File: config.mk
export PLATFORM = sky130hd
export DESIGN_NAME = bpsk_mod
export DESIGN_NICKNAME = d
export VERILOG_FILES = /design/src/rtl/bpsk_mod.sv
export SDC_FILE = /design/constraint.sdc
export NUM_CORES = 1
export LEC_CHECK = 0
export BUFFER_PORTS_ARGS = -buffer_cell sky130_fd_sc_hd__buf_2
export CAP_MARGIN = 20
export CORE_AREA = 2 2 74 76
export CTS_CLUSTER_DIAMETER = 80
export CTS_CLUSTER_SIZE = 30
export DETAILED_ROUTE_END_ITERATION = 7
export DIE_AREA = 0 0 76 78
export GPL_ROUTABILITY_DRIVEN = 0
export SLEW_MARGIN = 30
export SYNTH_ARGS = -nofsm -noshare
export SYNTH_HDL_FRONTEND = slang
export SYNTH_SLANG_ARGS = --single-unit
File: constraint.sdc
create_clock -name clk -period 2.7 [get_ports clk]
set_clock_uncertainty 0.2 [all_clocks]
set_input_delay 0.675 -clock clk [delete_from_list [all_inputs] [get_ports clk]]
set_output_delay 0.675 -clock clk [all_outputs]
set_load 0.05 [all_outputs]
File: src/rtl/bpsk_mod.sv
// bpsk_mod: serialises DW-bit words MSB first and BPSK-modulates each bit
// onto a 64-sample sine carrier. Each bit lasts one symbol of 128 clocks,
// with symbol boundaries marked by rising edges of the upstream clk1.
module bpsk_mod #(
   parameter int DW = 8
) (
   input  logic                clk,
   input  logic                reset_n,
   input  logic [6:0]          count,
   input  logic                clk1,
   input  logic [DW-1:0]       din,
   input  logic                din_valid,
   output logic                din_ready,
   output logic signed [7:0]   bpsk_out,
   output logic                tx_bit,
   output logic                sym_active,
   output logic                byte_done
);

   localparam int CW = (DW > 1) ? $clog2(DW) : 1;
   localparam logic [CW-1:0] LAST_BIT = CW'(DW - 1);
   localparam logic [CW-1:0] CNT_ONE  = CW'(1'b1);

   typedef enum logic [0:0] {
      IDLE = 1'b0,
      RUN  = 1'b1
   } state_t;

   state_t                 state_r;
   logic                   clk1_d_r;
   logic [DW-1:0]          hold_r;
   logic                   hold_empty_r;
   logic [DW-1:0]          shift_r;
   logic [CW-1:0]          bit_cnt_r;
   logic                   tx_bit_r;
   logic signed [7:0]      bpsk_r;
   logic                   byte_done_r;
   logic                   sym_active_r;

   logic                   strobe_s;
   logic                   accept_s;
   logic                   load_s;
   logic [DW-1:0]          shift_nxt_s;
   logic signed [7:0]      carrier_s;
   logic signed [7:0]      mod_s;

   // count[6] belongs to the upstream counter's symbol half; only the phase bits are used here
   logic                   count_unused_s;
   assign count_unused_s = count[6];

   // First quadrant of round(127*sin(2*pi*k/64)), k = 0..16
   function automatic logic [6:0] quarter_sine(input logic [4:0] idx);
      case (idx)
         5'd0:    quarter_sine = 7'd0;
         5'd1:    quarter_sine = 7'd12;
         5'd2:    quarter_sine = 7'd25;
         5'd3:    quarter_sine = 7'd37;
         5'd4:    quarter_sine = 7'd49;
         5'd5:    quarter_sine = 7'd60;
         5'd6:    quarter_sine = 7'd71;
         5'd7:    quarter_sine = 7'd81;
         5'd8:    quarter_sine = 7'd90;
         5'd9:    quarter_sine = 7'd98;
         5'd10:   quarter_sine = 7'd106;
         5'd11:   quarter_sine = 7'd112;
         5'd12:   quarter_sine = 7'd117;
         5'd13:   quarter_sine = 7'd122;
         5'd14:   quarter_sine = 7'd125;
         5'd15:   quarter_sine = 7'd126;
         5'd16:   quarter_sine = 7'd127;
         default: quarter_sine = 7'd0;
      endcase
   endfunction

   // Full 64-entry carrier built from the quadrant table by mirror and sign symmetry
   function automatic logic signed [7:0] carrier_lut(input logic [5:0] k);
      logic [4:0] m;
      logic [6:0] mag;
      if (k[4]) begin
         m = 5'd16 - {1'b0, k[3:0]};
      end else begin
         m = {1'b0, k[3:0]};
      end
      mag = quarter_sine(m);
      if (k[5]) begin
         carrier_lut = -$signed({1'b0, mag});
      end else begin
         carrier_lut = $signed({1'b0, mag});
      end
   endfunction

   // Symbol strobe, input handshake, word-load decode and modulated sample
   always_comb begin
      strobe_s    = clk1 & ~clk1_d_r;
      accept_s    = din_valid & hold_empty_r;
      shift_nxt_s = {shift_r[DW-2:0], 1'b0};
      if (strobe_s && !hold_empty_r &&
          ((state_r == IDLE) || ((state_r == RUN) && (bit_cnt_r == LAST_BIT)))) begin
         load_s = 1'b1;
      end else begin
         load_s = 1'b0;
      end
      carrier_s = carrier_lut(count[5:0]);
      // +/-127 is the largest magnitude, so negation cannot overflow
      if (tx_bit_r) begin
         mod_s = -carrier_s;
      end else begin
         mod_s = carrier_s;
      end
   end

   // Delayed copy of clk1 for rising-edge detection
   always_ff @(posedge clk or negedge reset_n) begin
      if (!reset_n) begin
         clk1_d_r <= 1'b0;
      end else begin
         clk1_d_r <= clk1;
      end
   end

   // Holding register: filled by the handshake, emptied when the FSM loads it
   always_ff @(posedge clk or negedge reset_n) begin
      if (!reset_n) begin
         hold_r       <= {DW{1'b0}};
         hold_empty_r <= 1'b1;
      end else if (accept_s) begin
         hold_r       <= din;
         hold_empty_r <= 1'b0;
      end else if (load_s) begin
         hold_empty_r <= 1'b1;
      end else begin
         hold_empty_r <= hold_empty_r;
      end
   end

   // Symbol sequencer: loads words, shifts bits out on each strobe, flags word end
   always_ff @(posedge clk or negedge reset_n) begin
      if (!reset_n) begin
         state_r      <= IDLE;
         shift_r      <= {DW{1'b0}};
         bit_cnt_r    <= {CW{1'b0}};
         tx_bit_r     <= 1'b0;
         byte_done_r  <= 1'b0;
         sym_active_r <= 1'b0;
      end else begin
         byte_done_r <= 1'b0;
         case (state_r)
            IDLE: begin
               if (load_s) begin
                  shift_r      <= hold_r;
                  tx_bit_r     <= hold_r[DW-1];
                  bit_cnt_r    <= {CW{1'b0}};
                  state_r      <= RUN;
                  sym_active_r <= 1'b1;
               end else begin
                  state_r      <= IDLE;
                  sym_active_r <= 1'b0;
               end
            end
            RUN: begin
               if (strobe_s) begin
                  if (bit_cnt_r != LAST_BIT) begin
                     shift_r   <= shift_nxt_s;
                     tx_bit_r  <= shift_nxt_s[DW-1];
                     bit_cnt_r <= bit_cnt_r + CNT_ONE;
                  end else begin
                     byte_done_r <= 1'b1;
                     if (load_s) begin
                        // Next word follows immediately, no gap symbol
                        shift_r   <= hold_r;
                        tx_bit_r  <= hold_r[DW-1];
                        bit_cnt_r <= {CW{1'b0}};
                     end else begin
                        state_r      <= IDLE;
                        sym_active_r <= 1'b0;
                     end
                  end
               end else begin
                  state_r <= RUN;
               end
            end
            default: begin
               state_r      <= IDLE;
               sym_active_r <= 1'b0;
            end
         endcase
      end
   end

   // Output sample uses the bit held before this edge, so a new bit shows one cycle after its strobe
   always_ff @(posedge clk or negedge reset_n) begin
      if (!reset_n) begin
         bpsk_r <= 8'sd0;
      end else if (state_r == RUN) begin
         bpsk_r <= mod_s;
      end else begin
         bpsk_r <= 8'sd0;
      end
   end

   assign din_ready  = hold_empty_r;
   assign bpsk_out   = bpsk_r;
   assign tx_bit     = tx_bit_r;
   assign sym_active = sym_active_r;
   assign byte_done  = byte_done_r;

endmodule

==> out/qor.yml <==
timing:
  timing.final.crit_share: 1.296
  setup_viol: 7
  fmax_ghz: 0.2857
  slew_violations: 0
  tns_ps: -4533
  postLayoutSetupSlackWorst_ps: -800.5
  rsz_0062_raised_after_global_routing: "true"
  worst_pin_slew_ps: 695.3
  finalHoldViolCount: 0
  final_period_minus_worst_setup_slack_ps: 3500
  slew_headroom: 0.5365
  hold_slack_ps: 230.4
finish:
  layout-drive-gt1-share: 0.4819
  layout.core_utilization: 0.6568
  final_cell_area_um2: 3312
  nFillCells: 423
  n_antenna_cell: 0
  areaGrowthSynthToFinish_pct: 48.54
  fin_nets: 360
synth:
  synth-seq-cells: 32
  synth.yosys.warnings: 0
  synthesis.area_per_instance_um2: 9.652
  synth_cell_type_count: 61
  synth_top_cell_area_share: 0.3479
  cell_area_after_synthesis_um2: 2230
  synth_top_area_cells: "sky130_fd_sc_hd__dfrtp_1 35%, sky130_fd_sc_hd__ha_1 5.6%, sky130_fd_sc_hd__mux2_2 4.0%, sky130_fd_sc_hd__nand2_1 3.2%, sky130_fd_sc_hd__nand2b_1 3.1%"
  syn_nets: 260
  synth-xor-area-share: 0.06117
  synth_sequential_area_ratio: 0.3597
  synth_compound_gate_area_share: 0.2430
  dominantRegCellSynth: "sky130_fd_sc_hd__dfrtp_1"
  library_cell_with_the_highest_instance_count_after_synthesis: "sky130_fd_sc_hd__dfrtp_1"
  synth_fa_ha_area_frac: 0.05612
  synth.cells.most_frequent: "31 x sky130_fd_sc_hd__dfrtp_1, 19 x sky130_fd_sc_hd__nand2_1, 15 x sky130_fd_sc_hd__nor2_1"
  synthSimpleGateAreaFrac: 0.1779
  synthMuxAreaShare: 0.07015
  synth-edff-count: 0
  dominant_combinational_cell_family_by_area_after_synthesis: "compound AO/OA/AOI/OAI gates"
  synth_async_sr_flop_share: 1.000
  post-synth-top-area-cell: "sky130_fd_sc_hd__dfrtp_1"
  syn-instance-count: 231
placement:
  postPlaceCellArea_um2: 2999
  post-dp-hpwl_um: 4131
  placement.io_buffers: 29
detailed_routing:
  number_of_routed_nets_with_antenna_violations: 0
  number_of_design_rule_violations_left_after_detail_routing: 0
  drt-pass1-iter-count: 4
  avgViaCountPerCell: 5.167
  vias: 2077
  routed_wl_um: 5442
  wl_per_cell_um: 13.54
  detailedRoute.firstIterationViolations: 63
worst_setup_path:
  slowest_stage: "sky130_fd_sc_hd__mux2_1"
  timing.critical_path.required_ps: 2670
  largest_fanout_on_the_critical_path: 4
  r2r_setup_slack_ps: 510
  crit_path_start_kind: "primary input"
  timing.reg2reg.worst_path_depth: 6
  critPathKind: "primary input to register"
  path_common_cell: "sky130_fd_sc_hd__ha_4"
  critical_path_arrival_ps: 3470
  setup.worst_path.end_class: "register"
  cp_cell_sequence: "buf_8 > clkinvlp_4 > ha_4 > nand2_4 > o21ai_4 > inv_2 > ha_4 > nand2b_4 > a21oi_2 > a211oi_2 > o211a_1 > a31oi_4 > ha_4 > nand2_1 > o21a_1 > nand2_2 > a311oi_4 > a31oi_1 > mux2_1"
  cpPeakStageDelay_ps: 330
global_routing:
  overflow: 0
  grt_antenna_before_repair: 0
  via_count_of_the_first_global_routing_pass: 2030
  maximum_number_of_pins_on_one_net_before_global_route_repair: 33
  track_usage: 0.1938
  wire_length_of_the_first_global_routing_pass_um: 9266
power:
  vdd_ir_drop_max_mv: 0.5030
  leakage_nw: 1.477
  power.density_cell_area_nw_per_um2: 720.4
  total_power_w: 0.002386
floorplanning:
  core_um2: 5042
  boundaryPins: 31
  dieHeight_um: 78
  num_rows: 26
  die_w_um: 76
  floorplan.initialDensity: 0.4422
  die_outline_area_um2: 5928
worst_hold_path:
  type_of_the_worst_min_delay_path: "primary input to async pin"
clocking:
  clk-insertion-delay-late_ps: 280
  ctsRootBufferMaster: "sky130_fd_sc_hd__clkbuf_8"
  clkTransAtPathRegs_ps: 70
  tritoncts: "yes"
  clock_sinks: 32
  cts-htree-levels: 2
  number_of_cts_inserted_buffers: 5
  cts-root-to-sink-buffers: 2
status:
  violations_in_the_final_reports: "setup timing"
  outcome: "finished with violations"
run:
  maxCapViolCount: 0
==> final timing paths <==
path / from / endpoint
hold / removal: reset_n / bpsk_out[4]$_DFF_PN0_
hold reg to reg: sym_active$_DFFE_PN0P_ / sym_active$_DFFE_PN0P_
max in group asynchronous: reset_n / hold_r[5]$_DFFE_PN0P_
setup reg to reg: bit_cnt_r[0]$_DFFE_PN0P_ / shift_r[4]$_DFFE_PN0P_
setup / recovery: count[0] / bpsk_out[7]$_DFF_PN0_
min in group clk: sym_active$_DFFE_PN0P_ / sym_active$_DFFE_PN0P_
==> per-layer routing <==
metal | up-vias | share of wire | GRT usage
met5 | - | 0 | 0
met1 | 976 | 0.46 | 0.2431
li1 | 1053 | - | -
met3 | 8 | 0.033 | 0.04070
met2 | 40 | 0.49 | 0.3375
met4 | 0 | 0.013 | 0.05818
==> critical path: cells and delay by family <==
kind | cells | cell delay [ps]
buf+inv | 3 | 270
mux | 1 | 330
fa+ha+maj | 3 | 650
simple gates | 4 | 270
compound gates | 8 | 1290
==> kinds of logic after synthesis <==
family,count (synthesis)
flops,32
simple gates,76
buf+inv,16
mux,14
xor+xnor,10
fa+ha+maj,10
compound gates,73
==> state kept, by name, summed over array words and instances (netlist names) <==
| signal | flops |
|---|---|
| din_ready | 1 |
| shift_r | 7 |
| sym_active | 1 |
| tx_bit | 1 |
| state_r | 1 |
| byte_done | 1 |
| hold_r | 8 |
| bit_cnt_r | 3 |
| clk1_d_r | 1 |
| bpsk_out | 8 |
==> power by group <==
| part | internal [W] | total [W] | switching (W) |
|---|---|---|---|
| sequential | 0.000669 | 0.000764 | 0.0000942 |
| combinational | 0.000538 | 0.00125 | 0.000711 |
| clock | 0.000208 | 0.000374 | 0.000166 |
| total | 0.00141 | 0.00239 | 0.000971 |
==> stage by stage <==
step / worst slack [ps] / cells
after floorplan: -1019 / 231
after global placement: -1124 / 386
after detailed placement: -1207 / 386
after CTS: -820.1 / 399
after global routing: -983.0 / 402
final: -800.5 / 402
==> timing repair <==
item,in CTS,in global routing
buffers inserted,5,3
pin swaps,21,10
endpoints found under the setup margin,7,7
hold buffers,0,0
gates resized for setup,22,11
==> cells in the final DEF, fill, tap and decap left out, types with 4 or more instances in the layout <==
cell	instances
sky130_fd_sc_hd__o22ai_1	8
sky130_fd_sc_hd__nor3_1	5
sky130_fd_sc_hd__mux2i_1	4
sky130_fd_sc_hd__ha_1	5
sky130_fd_sc_hd__o21a_1	4
sky130_fd_sc_hd__o21ai_0	8
sky130_fd_sc_hd__a21oi_1	9
sky130_fd_sc_hd__mux2_2	8
sky130_fd_sc_hd__xnor2_2	4
sky130_fd_sc_hd__buf_2	27
sky130_fd_sc_hd__nor2b_1	4
sky130_fd_sc_hd__clkbuf_8	6
sky130_fd_sc_hd__buf_4	69
sky130_fd_sc_hd__a31oi_4	4
sky130_fd_sc_hd__nor2_1	14
sky130_fd_sc_hd__nand2b_1	9
sky130_fd_sc_hd__ha_4	4
sky130_fd_sc_hd__nand2_1	16
sky130_fd_sc_hd__dfrtp_1	31
==> cell type report <==
class	count	area (um2)	area share
Clock buffer	8	90.09	0.02720
Inverter	9	41.29	0.01247
Multi-Input combinational cell	183	1585	0.4787
Sequential cell	32	802.0	0.2422
Tap cell	70	87.58	0.02645
Timing Repair Buffer	100	705.7	0.2131
Power figures use the tool's default switching activity.
